**src/rtl/alu_seq_if.sv**
```systemverilog
// Request/result bundle for the alu_seq execute unit.
// The master drives operands and IN_VALID; the slave returns IN_READY, the result and the flags.
interface alu_seq_if #(
    parameter int WIDTH = 4
);
    logic [WIDTH-1:0] X;
    logic [WIDTH-1:0] Y;
    logic [WIDTH-1:0] IM;
    logic [1:0]       SEL;
    logic [2:0]       OP;
    logic             IN_VALID;
    logic             IN_READY;
    logic             OUT_VALID;
    logic [WIDTH-1:0] STOREDATA;
    logic             Z_FLAG;
    logic             C_FLAG;

    modport master (
        output X, Y, IM, SEL, OP, IN_VALID,
        input  IN_READY, OUT_VALID, STOREDATA, Z_FLAG, C_FLAG
    );

    modport slave (
        input  X, Y, IM, SEL, OP, IN_VALID,
        output IN_READY, OUT_VALID, STOREDATA, Z_FLAG, C_FLAG
    );
endinterface

```
**src/rtl/alu_seq.sv**
```systemverilog
// Sequential ALU: single-cycle logic/arithmetic, bit-serial SHL, optional shift-add MUL.
// Define ALU_MUL_EN to build the multiplier; otherwise OP 111 passes operand A through.
module alu_seq #(
    parameter int WIDTH = 4
) (
    input  logic       CLK,
    input  logic       RST,
    alu_seq_if.slave   bus
);
    localparam int CW = $clog2(WIDTH);
    localparam int NW = CW + 1;

    typedef enum logic [2:0] {
        OP_ADD = 3'b000,
        OP_ADC = 3'b001,
        OP_SUB = 3'b010,
        OP_AND = 3'b011,
        OP_OR  = 3'b100,
        OP_XOR = 3'b101,
        OP_SHL = 3'b110,
        OP_MUL = 3'b111
    } op_e;

    typedef enum logic {IDLE, BUSY} state_e;

    state_e           state_q, state_d;
    logic [WIDTH-1:0] sh_q, sh_d;
    logic [WIDTH-1:0] result_q, result_d;
    logic [NW-1:0]    cnt_q, cnt_d;
    logic             z_q, z_d;
    logic             c_q, c_d;
    logic             out_valid_q, out_valid_d;

    logic [WIDTH-1:0] b_op;
    logic [WIDTH-1:0] alu_res;
    logic [WIDTH-1:0] sh_next;
    logic [WIDTH:0]   ext;
    logic             alu_c;
    logic             accept;
    logic             last;
    op_e              op_in;

`ifdef ALU_MUL_EN
    op_e                op_q, op_d;
    logic [2*WIDTH-1:0] acc_q, acc_d;
    logic [2*WIDTH-1:0] mcand_q, mcand_d;
    logic [2*WIDTH-1:0] acc_sum;
`endif

    assign op_in         = op_e'(bus.OP);
    assign bus.IN_READY  = (state_q == IDLE) && !RST;
    assign accept        = bus.IN_VALID && bus.IN_READY;
    assign last          = (cnt_q == NW'(1));
    assign sh_next       = {sh_q[WIDTH-2:0], 1'b0};

    assign bus.OUT_VALID = out_valid_q;
    assign bus.STOREDATA = result_q;
    assign bus.Z_FLAG    = z_q;
    assign bus.C_FLAG    = c_q;

    always_comb begin
        case (bus.SEL)
            2'b00:   b_op = bus.Y;
            2'b01:   b_op = bus.IM;
            2'b10:   b_op = '0;
            default: b_op = '1;
        endcase
    end

    // Arithmetic runs one bit wider so the top bit is the carry, or the borrow for SUB.
    always_comb begin
        // NOTE: every combinational output gets a default first so no path can infer a latch.
        ext     = '0;
        alu_res = bus.X;
        alu_c   = 1'b0;
        case (op_in)
            OP_ADD: begin
                ext     = {1'b0, bus.X} + {1'b0, b_op};
                alu_res = ext[WIDTH-1:0];
                alu_c   = ext[WIDTH];
            end
            OP_ADC: begin
                ext     = {1'b0, bus.X} + {1'b0, b_op} + {{WIDTH{1'b0}}, c_q};
                alu_res = ext[WIDTH-1:0];
                alu_c   = ext[WIDTH];
            end
            OP_SUB: begin
                ext     = {1'b0, bus.X} - {1'b0, b_op};
                alu_res = ext[WIDTH-1:0];
                alu_c   = ext[WIDTH];
            end
            OP_AND:  alu_res = bus.X & b_op;
            OP_OR:   alu_res = bus.X | b_op;
            OP_XOR:  alu_res = bus.X ^ b_op;
            default: alu_res = bus.X;
        endcase
    end

    always_comb begin
        state_d     = state_q;
        sh_d        = sh_q;
        cnt_d       = cnt_q;
        result_d    = result_q;
        z_d         = z_q;
        c_d         = c_q;
        out_valid_d = 1'b0;
`ifdef ALU_MUL_EN
        op_d        = op_q;
        acc_d       = acc_q;
        mcand_d     = mcand_q;
        acc_sum     = acc_q + (sh_q[0] ? mcand_q : '0);
`endif

        case (state_q)
            IDLE: begin
                if (accept) begin
                    if (op_in == OP_SHL && b_op[CW-1:0] != '0) begin
                        state_d = BUSY;
                        sh_d    = bus.X;
                        cnt_d   = {1'b0, b_op[CW-1:0]};
`ifdef ALU_MUL_EN
                        op_d    = OP_SHL;
`endif
                    end
`ifdef ALU_MUL_EN
                    else if (op_in == OP_MUL) begin
                        state_d = BUSY;
                        op_d    = OP_MUL;
                        sh_d    = b_op;
                        mcand_d = {{WIDTH{1'b0}}, bus.X};
                        acc_d   = '0;
                        cnt_d   = NW'(WIDTH);
                    end
`endif
                    else begin
                        result_d    = alu_res;
                        z_d         = (alu_res == '0);
                        c_d         = alu_c;
                        out_valid_d = 1'b1;
                    end
                end
            end

            BUSY: begin
                cnt_d = cnt_q - NW'(1);
`ifdef ALU_MUL_EN
                // Multiplier bits are consumed LSB first from sh_q while the multiplicand walks left.
                if (op_q == OP_MUL) begin
                    acc_d   = acc_sum;
                    mcand_d = mcand_q << 1;
                    sh_d    = sh_q >> 1;
                    if (last) begin
                        result_d = acc_sum[WIDTH-1:0];
                        z_d      = (acc_sum[WIDTH-1:0] == '0);
                        c_d      = |acc_sum[2*WIDTH-1:WIDTH];
                    end
                end else
`endif
                begin
                    sh_d = sh_next;
                    if (last) begin
                        result_d = sh_next;
                        z_d      = (sh_next == '0);
                        c_d      = sh_q[WIDTH-1];
                    end
                end
                if (last) begin
                    state_d     = IDLE;
                    out_valid_d = 1'b1;
                end
            end

            default: state_d = IDLE;
        endcase
    end

    always_ff @(posedge CLK or posedge RST) begin
        if (RST) begin
            state_q     <= IDLE;
            sh_q        <= '0;
            cnt_q       <= '0;
            result_q    <= '0;
            z_q         <= 1'b0;
            c_q         <= 1'b0;
            out_valid_q <= 1'b0;
`ifdef ALU_MUL_EN
            op_q        <= OP_ADD;
            acc_q       <= '0;
            mcand_q     <= '0;
`endif
        end else begin
            // NOTE: non-blocking updates so every flop samples the pre-edge value of the others.
            state_q     <= state_d;
            sh_q        <= sh_d;
            cnt_q       <= cnt_d;
            result_q    <= result_d;
            z_q         <= z_d;
            c_q         <= c_d;
            out_valid_q <= out_valid_d;
`ifdef ALU_MUL_EN
            op_q        <= op_d;
            acc_q       <= acc_d;
            mcand_q     <= mcand_d;
`endif
        end
    end
endmodule

```
**src/flat_wrapper.sv**
```systemverilog
// flat-port wrapper written by rule: the top's interface ports become plain ports
module alu_seq_flat 
#(
    parameter int WIDTH = 4
)
  (CLK, RST, bus_X, bus_Y, bus_IM, bus_SEL, bus_OP, bus_IN_VALID, bus_IN_READY, bus_OUT_VALID, bus_STOREDATA, bus_Z_FLAG, bus_C_FLAG);
  alu_seq_if #(.WIDTH(WIDTH)) bus_i ();
  input  logic CLK;
  input  logic RST;
  input wire logic [$bits(bus_i.X)-1:0] bus_X;
  input wire logic [$bits(bus_i.Y)-1:0] bus_Y;
  input wire logic [$bits(bus_i.IM)-1:0] bus_IM;
  input wire logic [$bits(bus_i.SEL)-1:0] bus_SEL;
  input wire logic [$bits(bus_i.OP)-1:0] bus_OP;
  input wire logic [$bits(bus_i.IN_VALID)-1:0] bus_IN_VALID;
  output wire logic [$bits(bus_i.IN_READY)-1:0] bus_IN_READY;
  output wire logic [$bits(bus_i.OUT_VALID)-1:0] bus_OUT_VALID;
  output wire logic [$bits(bus_i.STOREDATA)-1:0] bus_STOREDATA;
  output wire logic [$bits(bus_i.Z_FLAG)-1:0] bus_Z_FLAG;
  output wire logic [$bits(bus_i.C_FLAG)-1:0] bus_C_FLAG;
  assign bus_i.X = bus_X;
  assign bus_i.Y = bus_Y;
  assign bus_i.IM = bus_IM;
  assign bus_i.SEL = bus_SEL;
  assign bus_i.OP = bus_OP;
  assign bus_i.IN_VALID = bus_IN_VALID;
  assign bus_IN_READY = bus_i.IN_READY;
  assign bus_OUT_VALID = bus_i.OUT_VALID;
  assign bus_STOREDATA = bus_i.STOREDATA;
  assign bus_Z_FLAG = bus_i.Z_FLAG;
  assign bus_C_FLAG = bus_i.C_FLAG;
  alu_seq #(.WIDTH(WIDTH)) u_core (.CLK(CLK), .RST(RST), .bus(bus_i));
endmodule
```
**config.mk**
```make
export PLATFORM = sky130hd
export DESIGN_NAME = alu_seq_flat
export DESIGN_NICKNAME = d
export VERILOG_FILES = /design/src/rtl/alu_seq_if.sv /design/src/rtl/alu_seq.sv /design/src/flat_wrapper.sv
export SDC_FILE = /design/constraint.sdc
export NUM_CORES = 1
export LEC_CHECK = 0
export CORE_ASPECT_RATIO = 0.8
export CORE_MARGIN = 1.5
export CORE_UTILIZATION = 45
export CTS_CLUSTER_SIZE = 16
export DETAILED_ROUTE_END_ITERATION = 7
export PLACE_DENSITY = 0.73
export SLEW_MARGIN = 20
export SYNTH_ARGS = -nofsm -noshare
export SYNTH_HDL_FRONTEND = slang
export SYNTH_SLANG_ARGS = --single-unit
```
**constraint.sdc**
```tcl
create_clock -name CLK -period 2.53 [get_ports CLK]
set_input_delay 0.506 -clock CLK [delete_from_list [all_inputs] [get_ports CLK]]
set_output_delay 0.506 -clock CLK [all_outputs]
set_load 0.005 [all_outputs]
```
* Yosys cells after proc, flatten, opt, wreduce, memory -nomap -nowiden *
Index checks and enable logic that the tools add are counted.

operators by class
  muxes and demuxes = 29
  add/sub/neg operators = 4
  multipliers = 0
  div/mod/pow operators = 0
  bitwise operators = 4
  order comparisons = 0
  equal/unequal tests = 13
  shifts and indexed selects = 0
  reductions and logical operators = 11

operators with widths
  cell                   number
  $pmux W4 S6            1
  $mux W4                5
  $pmux W4 S2            2
  $mux W1                12
  $pmux W4 S3            1
  $eq A3 B3 Y1 const B   3
  $logic_not A4 Y1       2
  $pmux W1 S2            4
  $eq A3 B1 Y1 const B   2
  $eq A3 B2 Y1 const B   2
  $mux W3                2
  $ne A2 B2 Y1 const B   3
  $pmux W3 S2            1
  $add A4 B4 Y5          1
  $add A5 B1 Y5          1
  $sub A4 B4 Y5          1
  $and A4 B4 Y4          1
  $or A4 B4 Y4           1
  $xor A4 B4 Y4          1
  $logic_and A1 B1 Y1    3
  $logic_not A3 Y1       1
  $pmux W1 S3            1
  $reduce_and A3 Y1      1
  $sub A3 B1 Y3 const B  1
  8 further kinds        8

storage, ports and cells
  memory bits (read-only) = 0
  bits in registers = 15
  memories kept = 0
  bits in latches = 0
  word-level logic and storage cells = 68
  memory bits (writable) = 0
  input bits = 20

* Longest topological paths before layout *
Gate-level depths: netlist (run 1).

  word-level depth = 9
  gate-level depth with buffers = 13
  gate-level depth less buffers = 13

* Worst setup path before layout (run 1) *
OpenSTA, ideal clock, no wires.

  path kind = in2reg
  start point = in bus_SEL[1]
  end point = reg u_core.c_q (netlist: u_core.bus.C_FLAG)
  required time = 2.465 ns
  path slack = -0.339 ns
  arrival time = 2.805 ns
  cell stages on the path = 11
  library setup time = 0.065 ns
  cells stage by stage = o21a_1 a21oi_2 inv_1 ha_1 fa_1 a21oi_1 nor2_1 or4_1 or3_1 a31oi_1 o22a_1

between the ends
  word-level cells in the longest chain between the ends = 8

RTL lines
  item                                        RTL line                      text
  start: declaration                          flat_wrapper.sv:13            input wire logic [$bits(bus_i.SEL)-1:0] bus_SEL;
  $eq A2 B2 Y1, or another cell as far along  alu_seq.sv:62                 case (bus.SEL)
  $pmux W4 S3 *                               alu_seq.sv:62
  $add A4 B4 Y5                               alu_seq.sv:78, alu_seq.sv:83
  $add A5 B1 Y5                               alu_seq.sv:83                 ext = {1'b0, bus.X} + {1'b0, b_op} + {{WIDTH{1'b0}}, c_q};
  $pmux W1 S3                                 alu_seq.sv:76                 case (op_in)
  $mux W1                                     alu_seq.sv:117                if (op_in == OP_SHL && b_op[CW-1:0] != '0) begin
  $mux W1                                     alu_seq.sv:116                if (accept) begin
  $pmux W1 S2                                 alu_seq.sv:114                case (state_q)
  end signal: assignment                      alu_seq.sv:184                c_q <= 1'b0;
  end signal: assignment                      alu_seq.sv:198                c_q <= c_d;
  end: declaration                            alu_seq.sv:31                 logic c_q, c_d;

Mark *: on every way between the ends. The rest lies on a longest branch, timed or not. The select of a mux whose other input is x is not followed.
A chain may end at the register's enable or synchronous reset.

* Final worst setup path (run 1) *
Ends and elaborated chain as after synthesis.

==> out/results.tsv, run 1 <==
stage	metric	value	unit
detailed_routing	post-route ant nets	0	
cts	CTS root buf	clkbuf_8	
cts	Worst-Skew Late Latency	0.25	ns
timing	max-slew violation count	0	
timing	setup ws final	-0.102	ns
place	Final GP Congestion	0.896	
floorplan	initial core utilization	48.4	%
logic_synthesis	post-synth cell types	53	
critical_path	CP endpoint kind	flip-flop	
cts	Max H-tree Level	1	
grt	total track usage	27.8	%
critical_path	crit path kind	input pin to flip-flop	
final_layout	Fillers	221	
logic_synthesis	synth top area cells	dfrtp_1 24%, ha_1 14%, nand2_1 5.1%, inv_1 4.6%, a21oi_1 3.9%	
floorplan	chip height	55.3	um
final_layout	fin nets	298	
cts	Max Root-Sink Buffers	2	
detailed_routing	drt first-iter violations	160	
logic_synthesis	share of the synthesized area in the top cell type	24.4	%
critical_path	Critical Path Slowest Stage Cell	or4_1	
cts	CTS clk-pin slew, worst paths	0.06	ns
logic_synthesis	Synth Register Bits	15	
timing	Worst Hold Slack	0.501	ns
cts	CTS tree	done	
logic_synthesis	Async S/R FF share, synth	100	%
floorplan	full die area	3780	um2
logic_synthesis	Syn Nets	229	
floorplan	num rows	18	
final_layout	fraction of layout cells with a size suffix above 1	33.7	%
logic_synthesis	leading area contributor after synthesis	dfrtp_1	
detailed_routing	Routed WL	4.83	mm
timing	Fin. Hold Viols	0	
place	post-detail-place hpwl	3.54	mm
logic_synthesis	Post-synth EDFFs	0	
timing	worst rel slew slack	62.3	%
timing	Fin Clk Skew	0.00442	ns
detailed_routing	DR WL/cell	16.2	um
grt	number of global-route vias before repair	1706	
timing	# setup viols final	2	
detailed_routing	TritonRoute pass-1 iters	4	
power_and_ir_drop	maximum VDD drop	0.000477	V
grt	first-pass GRT wire length	8.02	mm
status	violated checks	negative setup slack	
critical_path	CP top delay family	compound AO/OA/AOI/OAI gates	
floorplan	CORE AREA	3180	um2
power_and_ir_drop	overall power	1360	uW
status	status	finished with violations	
timing	Final period util	104	%
final_layout	diode count	0	
timing	worst slew pin tran	0.565	ns
cts	hold_buf cts	0	
floorplan	Die Width	68.4	um
power_and_ir_drop	P per Cell Area	569	nW/um2
grt	largest net degree at the start of global routing	16	
critical_path	CP required	2.72	ns
logic_synthesis	YS warnings	0	
critical_path	CP Launch Type	input pin	
grt	GR Overflow Total	0	
job	max cap viols	0	
floorplan	I/O pins	28	
detailed_routing	DRC violations left	0	
timing	RSZ-0062 raised after global routing	yes	
final_layout	commonest non-fill, non-tap cell in the layout	buf_4	
logic_synthesis	Mapped Cells	190	
power_and_ir_drop	Leak	0.00106	uW
critical_path	worst-path cell chain	buf_8 > o21a_1 > a21oi_4 > inv_2 > ha_4 > fa_2 > a21oi_2 > nor2_1 > or4_1 > or3_1 > a31oi_1 > o22a_1	
timing	Fmax	380	MHz
critical_path	Crit path largest cell delay	0.41	ns
final_layout	most frequent cells in the layout	46 x buf_4, 20 x nand2_1, 18 x clkdlybuf4s50_1, 15 x dfrtp_1, 13 x inv_1	
timing	fin crit period	2.63	ns
cts	CTS buffer count	3	
place	IO buf count	27	
critical_path	WP buf/inv	2	
min_path	Hold Path Class	flip-flop to flip-flop	
cts	# clock sinks	15	
timing	setup TNS	-0.166	ns
logic_synthesis	Mean Syn Cell Area	8.09	um2
detailed_routing	vias per cell	5.81	
logic_synthesis	sequential-to-total area share from yosys stat	24.4	%
detailed_routing	via count	1732	
logic_synthesis	ys flop type	dfrtp_1	
critical_path	Worst EP arrival	2.83	ns
critical_path	CP Max Fanout	5	
grt	initial antenna violation count	0	
final_layout	area growth from synthesis to layout	55.2	%
logic_synthesis	synthesized cell area	1540	um2
## metal layers
layer	global-route usage, %	vias to the layer above	part of all wire (%)
met5	0	-	0
met4	7.14	0	1.6
met3	5.30	10	5.4
met2	44.7	76	49
met1	37.9	841	44
li1	-	805	-
## path summary, 6_finish.rpt
| path | startpoint | endpoint | slack, ns | depth (start not counted) |
|---|---|---|---|---|
| setup reg to reg | u_core.bus.C_FLAG | u_core.bus.Z_FLAG | 0.80 | 7 |
| hold / removal | u_core.cnt_q[1] | u_core.cnt_q[1] | 0.50 | 2 |
| setup / recovery | bus_SEL[1] | u_core.bus.C_FLAG | -0.10 | 12 |
| max in group asynchronous | RST | u_core.state_q | 1.51 | 2 |
| hold reg to reg | u_core.cnt_q[1] | u_core.cnt_q[1] | 0.50 | 2 |
| min in group asynchronous | RST | u_core.bus.STOREDATA[1] | 0.65 | 2 |
## flip-flops by register name, summed over array words and instances, names as in the netlist
register and cells:
u_core.bus.STOREDATA 4, u_core.state_q 1, u_core.bus.OUT_VALID 1, u_core.sh_q 4
u_core.bus.C_FLAG 1, u_core.bus.Z_FLAG 1, u_core.cnt_q 3
## per-stage QoR
step | std cells | utilization, % | instance area [um2] | setup WS [ns]
CTS | 296 | 72.9 | 2310 | -0.0771
finish | 298 | 75.1 | 2390 | -0.102
global route | 298 | 75.1 | 2390 | -0.182
floorplan | 190 | - | 1570 | -0.172
global placement | 282 | 65.6 | 2080 | -0.705
detailed placement | 282 | 65.6 | 2080 | -0.815
## Yosys cell counts, types with 2 or more instances
| cell | n |
|---|---|
| ha_1 | 17 |
| dfrtp_1 | 15 |
| o21ai_1 | 5 |
| o21ai_0 | 10 |
| nand3_1 | 6 |
| a31oi_1 | 5 |
| nand3b_1 | 2 |
| or3_1 | 2 |
| or2_2 | 2 |
| o221ai_1 | 4 |
| nand2_1 | 21 |
| nor3_1 | 2 |
| buf_2 | 2 |
| a21oi_2 | 3 |
| nor2_1 | 12 |
| nor4_1 | 2 |
| buf_4 | 2 |
| a21oi_1 | 12 |
| clkbuf_1 | 2 |
| nor2b_1 | 2 |
| inv_1 | 19 |
| a21o_1 | 4 |
| nand2b_1 | 4 |
| fa_1 | 2 |
| a211oi_1 | 2 |
| o21a_1 | 4 |
## worst min-delay path: stages (launching register included)
cell      delay, ns
dfrtp_1        0.34
nand2_1        0.05
o221ai_1       0.07
## power breakdown
part / internal [uW] / switching (uW) / leakage, uW
registers: 344 / 81.9 / 0.000183
logic: 398 / 337 / 0.000854
clock network: 112 / 84.6 / 0.0000228
total: 854 / 503 / 0.00106
## what timing repair did
action	in CTS	in global routing
resized for setup	46	13
pin swaps	13	13
endpoints found under the setup margin	6	5
setup buffers	10	2
endpoints found under the hold margin	0	0
## layout make-up
cell class                 count  area (um2)  area share (%)
inverter                      19        71.3            2.99
timing repair buffer          72         606            25.4
sequential                    15         375            15.7
clock buffer                   4        45.0            1.89
multi-input combinational    148        1240            51.9
tap                           40        50.0            2.10
## cell families after synthesis
kind of cell    after synthesis  synth area share (%)
buf+inv                      27                  8.46
simple gates                 66                  22.3
fa+ha+maj                    19                  16.4
mux                           2                  1.38
xor+xnor                      2                  1.14
flops                        15                  24.4
compound gates               59                  25.9
Power figures use the tool's default switching activity.
==> run 2: changes to the inputs <==
--- a/config.mk
+++ b/config.mk
@@ -11,6 +11,7 @@
 export CTS_CLUSTER_SIZE = 16
 export DETAILED_ROUTE_END_ITERATION = 7
 export PLACE_DENSITY = 0.73
+export RECOVER_POWER = 25
 export SLEW_MARGIN = 20
 export SYNTH_ARGS = -nofsm -noshare
 export SYNTH_HDL_FRONTEND = slang
==> constraint.sdc (replaced) <==
create_clock -name CLK -period 3 [get_ports CLK]
set_input_delay 0.6 -clock CLK [delete_from_list [all_inputs] [get_ports CLK]]
set_output_delay 0.6 -clock CLK [all_outputs]
set_load 0.005 [all_outputs]
==> out/results.tsv, run 2 (synthesis results as in run 1) <==
stage	metric	value	unit	change
floorplan	Die Width	68.4	um	unchanged
power_and_ir_drop	clock share of power	15.2	%	was 14.5%
power_and_ir_drop	P per Cell Area	495	nW/um2	was 569 nW/um2
timing	RSZ-0062 raised after global routing	no		was yes
final_layout	Final Core Density	68.7	%	was 75.1%
final_layout	area growth from synthesis to layout	41.8	%	was 55.2%
critical_path	Setup crit start	bus_X[0]		was bus_SEL[1]
cts	# clock sinks	15		unchanged
timing	Fin. Hold Viols	0		unchanged
timing	max-slew violation count	0		unchanged
power_and_ir_drop	maximum VDD drop	0.000386	V	was 0.000477 V
detailed_routing	Routed WL	4.35	mm	was 4.83 mm
critical_path	Critical Path Slowest Stage Cell	or4b_4		was or4_1
critical_path	CP endpoint kind	flip-flop		unchanged
critical_path	Critical R2R Launch	u_core.state_q		was u_core.bus.C_FLAG
critical_path	Worst Reg-to-Reg Cells	5		was 7
timing	worst slew pin tran	0.702	ns	was 0.565 ns
power_and_ir_drop	Leak	0.000974	uW	was 0.00106 uW
final_layout	design area	2180	um2	was 2390 um2
final_layout	Layout Cells excl Fill	287		was 298
power_and_ir_drop	Psw	404	uW	was 503 uW
detailed_routing	DR WL/cell	15.1	um	was 16.2 um
detailed_routing	DRC violations left	0		unchanged
critical_path	Crit path top cell by count	inv_1		
detailed_routing	drt first-iter violations	127		was 160
floorplan	I/O pins	28		unchanged
timing	# setup viols final	0		was 2
critical_path	CP Max Fanout	3		was 5
place	post-detail-place hpwl	3.35	mm	was 3.54 mm
grt	first-pass GRT wire length	6.93	mm	was 8.02 mm
power_and_ir_drop	Switching Share	37.4	%	was 37.1%
final_layout	fin nets	287		was 298
final_layout	diode count	0		unchanged
critical_path	CP Launch Type	input pin		unchanged
power_and_ir_drop	Reg power frac	33.6	%	was 31.4%
floorplan	full die area	3780	um2	unchanged
critical_path	crit path kind	input pin to flip-flop		unchanged
cts	Worst-Skew Late Latency	0.25	ns	about the same
place	placed instance count	282		unchanged
critical_path	Worst setup endpoint	u_core.bus.Z_FLAG		was u_core.bus.C_FLAG
cts	CTS root buf	clkbuf_8		unchanged
timing	Worst Hold Slack	0.496	ns	was 0.501 ns
floorplan	chip height	55.3	um	unchanged
min_path	Hold Path Class	flip-flop to flip-flop		unchanged
critical_path	CP required	3.09	ns	was 2.72 ns
grt	largest net degree at the start of global routing	16		unchanged
final_layout	commonest non-fill, non-tap cell in the layout	buf_4		unchanged
cts	CTS tree	done		unchanged
cts	Max H-tree Level	1		unchanged
critical_path	Worst EP arrival	2.96	ns	was 2.83 ns
grt	initial antenna violation count	0		unchanged
final_layout	most frequent cells in the layout	34 x buf_4, 22 x clkdlybuf4s50_1, 20 x nand2_1, 17 x inv_1, 15 x dfrtp_1		was 46 x buf_4, 20 x nand2_1, 18 x clkdlybuf4s50_1, 15 x dfrtp_1, 13 x inv_1
cts	CTS buffer count	3		unchanged
detailed_routing	TritonRoute pass-1 iters	5		was 4
job	max cap viols	0		unchanged
floorplan	num rows	18		unchanged
status	status	completed		was finished with violations
grt	GR Overflow Total	0		unchanged
cts	Max Root-Sink Buffers	2		unchanged
place	DP Area	2050	um2	was 2080 um2
critical_path	r2r endpoint	u_core.bus.C_FLAG		was u_core.bus.Z_FLAG
timing	Final period util	95.4	%	
detailed_routing	vias per cell	5.82		was 5.81
final_layout	fraction of layout cells with a size suffix above 1	24.7	%	was 33.7%
cts	hold_buf cts	0		unchanged
timing	Fin Clk Skew	0.00372	ns	was 0.00442 ns
timing	worst rel slew slack	52.9	%	was 62.3%
grt	number of global-route vias before repair	1557		was 1,706
place	Final GP Congestion	0.910		was 0.896
floorplan	initial core utilization	48.4	%	unchanged
cts	CTS clk-pin slew, worst paths	0.06	ns	about the same
critical_path	Crit path largest cell delay	0.54	ns	was 0.41 ns
timing	setup TNS	0	ns	was -0.166 ns
critical_path	R2R Setup Slk	1.03	ns	was 0.80 ns
detailed_routing	post-route ant nets	0		unchanged
place	IO buf count	27		unchanged
timing	Fmax	349	MHz	
detailed_routing	via count	1670		was 1,732
critical_path	worst-path cell chain	clkdlybuf4s50_1 > inv_1 > ha_2 > inv_1 > fa_2 > or4b_4 > o311ai_4 > nor4b_2 > o21ai_1 > nand4bb_1 > a31oi_1		was buf_8 > o21a_1 > a21oi_4 > inv_2 > ha_4 > fa_2 > a21oi_2 > nor2_1 > or4_1 > or3_1 > a31oi_1 > o22a_1
floorplan	CORE AREA	3180	um2	unchanged
timing	fin crit period	2.86	ns	
grt	total track usage	23.3	%	was 27.8%
power_and_ir_drop	internal power	677	uW	was 854 uW
power_and_ir_drop	Comb power frac	51.2	%	was 54.2%
==> run 2: cell types whose count changed in the layout (fill, tap and decap cells not counted), sizes merged <==
cell,delta
dlygate4sd2,-4
dlygate4sd3,+1
buf,-14
clkdlybuf4s50,+4
dlymetal6s2s,+1
clkinv,+1
==> run 2: worst min-delay path by stage <==
| stage | start | endpoint | cells after the start |
|---|---|---|---|
| after floorplan | u_core.sh_q[3] | u_core.sh_q[3] | 2 |
| after global placement | u_core.sh_q[3] | u_core.sh_q[3] | 2 |
| after CTS | u_core.sh_q[3] | u_core.sh_q[3] | 2 |
| after detailed placement | u_core.sh_q[3] | u_core.sh_q[3] | 2 |
| final | u_core.sh_q[3] | u_core.sh_q[3] | 2 |
| after global routing | u_core.sh_q[3] | u_core.sh_q[3] | 2 |
==> run 2: critical path: cells and delay by family <==
kind	cells	cell delay (ns)
adders and majority gates	2	0.54
AOI/OAI and AO/OA	3	0.35
buffers and inverters	3	0.67
and+or+nand+nor	3	0.79
==> run 2: cell type report <==
| type | instances | area (um2) |
|---|---|---|
| well taps | 40 | 50.0 |
| clock buffers | 3 | 41.3 |
| inverters | 19 | 71.3 |
| multi-input cells | 148 | 1120 |
| fillers | 242 | 995 |
| flip-flops and latches | 15 | 375 |
| clock inverters | 1 | 5.00 |
| repair buffers | 61 | 522 |
==> run 2: metal layers <==
metal	vias up	global-route usage [%]	wire length, um
li1	789	-	-
met1	789	32.1	1850
met2	86	37.7	2090
met3	6	5.09	343
met4	0	3.43	61
met5	-	0	0
==> run 2: through the flow <==
step | power, uW | worst slack, ns
floorplan | 626 | 0.0367
global placement | 846 | -0.331
detailed placement | 872 | -0.444
CTS | 1060 | 0.0455
global route | 1160 | 0.00444
finish | 1080 | 0.137
==> run 2: power by group through the flow <==
stage          Sequential [uW]  Combinational [uW]  Clock [uW]
2_1_floorplan              344                 282           0
3_3_place_gp               355                 491           0
3_5_place_dp               360                 512           0
4_1_cts                    358                 533         166
5_1_grt                    373                 610         181
6_report                   363                 553         164
==> run 2: timing repair <==
action,CTS,global route
pin swaps,9,8
endpoints found under the setup margin,4,3
resized for setup,13,12
buffers inserted,1,0
==> run 3: changes to the inputs <==
--- a/config.mk
+++ b/config.mk
@@ -10,6 +10,7 @@
 export CORE_UTILIZATION = 45
 export CTS_CLUSTER_SIZE = 16
 export DETAILED_ROUTE_END_ITERATION = 7
+export MAX_ROUTING_LAYER = met4
 export PLACE_DENSITY = 0.73
 export RECOVER_POWER = 25
 export SLEW_MARGIN = 20
==> out/results.tsv, run 3 (synthesis results as in run 1) <==
stage	metric	value	unit	change
power_and_ir_drop	Psw	384	uW	was 404 uW
timing	Fmax	345	MHz	was 349 MHz
cts	CTS tree	done		unchanged
critical_path	crit path kind	input pin to flip-flop		unchanged
timing	Worst Hold Slack	0.512	ns	was 0.496 ns
floorplan	I/O pins	28		unchanged
detailed_routing	TritonRoute pass-1 iters	5		unchanged
power_and_ir_drop	Comb power frac	50.4	%	was 51.2%
detailed_routing	post-route ant nets	0		unchanged
timing	worst rel slew slack	54.2	%	was 52.9%
detailed_routing	DRC violations left	0		unchanged
cts	Max Root-Sink Buffers	2		unchanged
critical_path	Crit path top cell by count	ha_2		was inv_1
detailed_routing	drt first-iter violations	150		was 127
floorplan	full die area	3780	um2	unchanged
power_and_ir_drop	clock share of power	15.3	%	was 15.2%
timing	# setup viols final	0		unchanged
cts	CTS clk-pin slew, worst paths	0.06	ns	about the same
detailed_routing	Routed WL	4.20	mm	was 4.35 mm
status	status	completed		unchanged
critical_path	Worst EP arrival	3.07	ns	was 2.96 ns
power_and_ir_drop	maximum VDD drop	0.000363	V	was 0.000386 V
grt	total track usage	24.6	%	was 23.3%
power_and_ir_drop	Switching Share	36.6	%	was 37.4%
critical_path	CP Max Fanout	3		unchanged
timing	Fin Clk Skew	0.00291	ns	was 0.00372 ns
final_layout	area growth from synthesis to layout	39.0	%	was 41.8%
floorplan	num rows	18		unchanged
place	Final GP Congestion	0.913		was 0.910
timing	max-slew violation count	0		unchanged
power_and_ir_drop	Reg power frac	34.3	%	was 33.6%
power_and_ir_drop	P per Cell Area	491	nW/um2	was 495 nW/um2
grt	number of global-route vias before repair	1568		was 1,557
floorplan	CORE AREA	3180	um2	unchanged
power_and_ir_drop	Leak	0.000963	uW	was 0.000974 uW
critical_path	worst-path cell chain	clkdlybuf4s50_1 > a21oi_2 > inv_1 > ha_2 > fa_1 > ha_2 > mux2_2 > nand2_2 > a31oi_2 > nand4bb_1 > a31oi_1		was clkdlybuf4s50_1 > inv_1 > ha_2 > inv_1 > fa_2 > or4b_4 > o311ai_4 > nor4b_2 > o21ai_1 > nand4bb_1 > a31oi_1
detailed_routing	via count	1609		was 1,670
job	max cap viols	0		unchanged
timing	worst slew pin tran	0.682	ns	was 0.702 ns
final_layout	design area	2140	um2	was 2180 um2
cts	Worst-Skew Late Latency	0.24	ns	was 0.25 ns
place	IO buf count	27		unchanged
place	Post-Place Setup Slack	-0.482	ns	was -0.444 ns
cts	hold_buf cts	0		unchanged
final_layout	Fillers	247		was 242
power_and_ir_drop	overall power	1050	uW	was 1080 uW
cts	# clock sinks	15		unchanged
critical_path	CP Launch Type	input pin		unchanged
timing	setup ws final	0.105	ns	was 0.137 ns
timing	fin crit period	2.89	ns	was 2.86 ns
grt	GR Overflow Total	0		unchanged
critical_path	Crit path largest cell delay	0.54	ns	about the same
floorplan	initial core utilization	48.4	%	unchanged
final_layout	fraction of layout cells with a size suffix above 1	22.7	%	was 24.7%
timing	Final period util	96.5	%	was 95.4%
cts	CTS root buf	clkbuf_8		unchanged
critical_path	Critical Path Slowest Stage Cell	fa_1		was or4b_4
final_layout	fin nets	287		unchanged
cts	CTS buffer count	3		unchanged
cts	Max H-tree Level	1		unchanged
timing	setup TNS	0	ns	unchanged
critical_path	CP endpoint kind	flip-flop		unchanged
detailed_routing	DR WL/cell	14.6	um	was 15.1 um
floorplan	Die Width	68.4	um	unchanged
power_and_ir_drop	internal power	666	uW	was 677 uW
grt	largest net degree at the start of global routing	16		unchanged
min_path	Hold Path Class	flip-flop to flip-flop		unchanged
final_layout	most frequent cells in the layout	34 x buf_4, 23 x clkdlybuf4s50_1, 20 x nand2_1, 19 x inv_1		was 34 x buf_4, 22 x clkdlybuf4s50_1, 20 x nand2_1, 17 x inv_1, 15 x dfrtp_1
grt	first-pass GRT wire length	6.98	mm	was 6.93 mm
timing	RSZ-0062 raised after global routing	no		unchanged
timing	Fin. Hold Viols	0		unchanged
place	DP Area	2050	um2	unchanged
detailed_routing	vias per cell	5.61		was 5.82
grt	initial antenna violation count	0		unchanged
final_layout	diode count	0		unchanged
floorplan	chip height	55.3	um	unchanged
critical_path	CP required	3.17	ns	was 3.09 ns
place	post-detail-place hpwl	3.36	mm	was 3.35 mm
final_layout	commonest non-fill, non-tap cell in the layout	buf_4		unchanged
[run 3: repair_timing]
action / CTS / global route
setup buffers: 1 / 0
pin swaps: 5 / 5
gates resized for setup: 12 / 3
setup endpoints to repair: 5 / 3
[run 3: area by class of cell]
class	instances	area (um2)	area share (%)
sequential	15	375	17.6
inverter	19	71.3	3.34
timing repair buffer	61	518	24.2
clock buffer	4	45.0	2.11
multi-input combinational	148	1080	50.4
tap	40	50.0	2.34
[run 3: routing by layer]
layer / GRT usage, % / vias up / part of all wire [%]
li1: - / 781 / -
met1: 33.6 / 764 / 44
met2: 38.8 / 64 / 50
met3: 4.48 / 0 / 6.2
met4: 3.43 / 0 / 0
met5: - / - / 0
[run 3: metrics by stage]
stage | instances | util [%]
2_1_floorplan | 190 | -
3_3_place_gp | 282 | 64.5
3_5_place_dp | 282 | 64.5
4_1_cts | 287 | 67.3
5_1_grt | 287 | 67.3
6_report | 287 | 67.3
[run 3: worst paths after layout]
path	slack, ns	to	from	cells after the start
worst min-delay path	0.51	u_core.cnt_q[1]	u_core.cnt_q[1]	2
min in group asynchronous	0.87	u_core.bus.STOREDATA[1]	RST	2
max in group asynchronous	1.76	u_core.sh_q[0]	RST	2
worst max register to register	1.07	u_core.bus.C_FLAG	u_core.state_q	5
worst max-delay path	0.11	u_core.bus.Z_FLAG	bus_Y[0]	11
worst min register to register	0.51	u_core.cnt_q[1]	u_core.cnt_q[1]	2
[run 3: critical path, delay by kind of cell]
| kind | cells | cell delay (ns) |
|---|---|---|
| compound gates | 3 | 0.41 |
| fa+ha+maj | 3 | 1.01 |
| buf+inv | 2 | 0.49 |
| mux | 1 | 0.27 |
| simple gates | 2 | 0.28 |
[run 3: power groups by stage]
stage	Clock, uW	Sequential (uW)	Combinational [uW]
finish	161	360	529
global route	177	372	591
CTS	164	358	529
detailed placement	0	361	507
global placement	0	355	491
floorplan	0	344	282
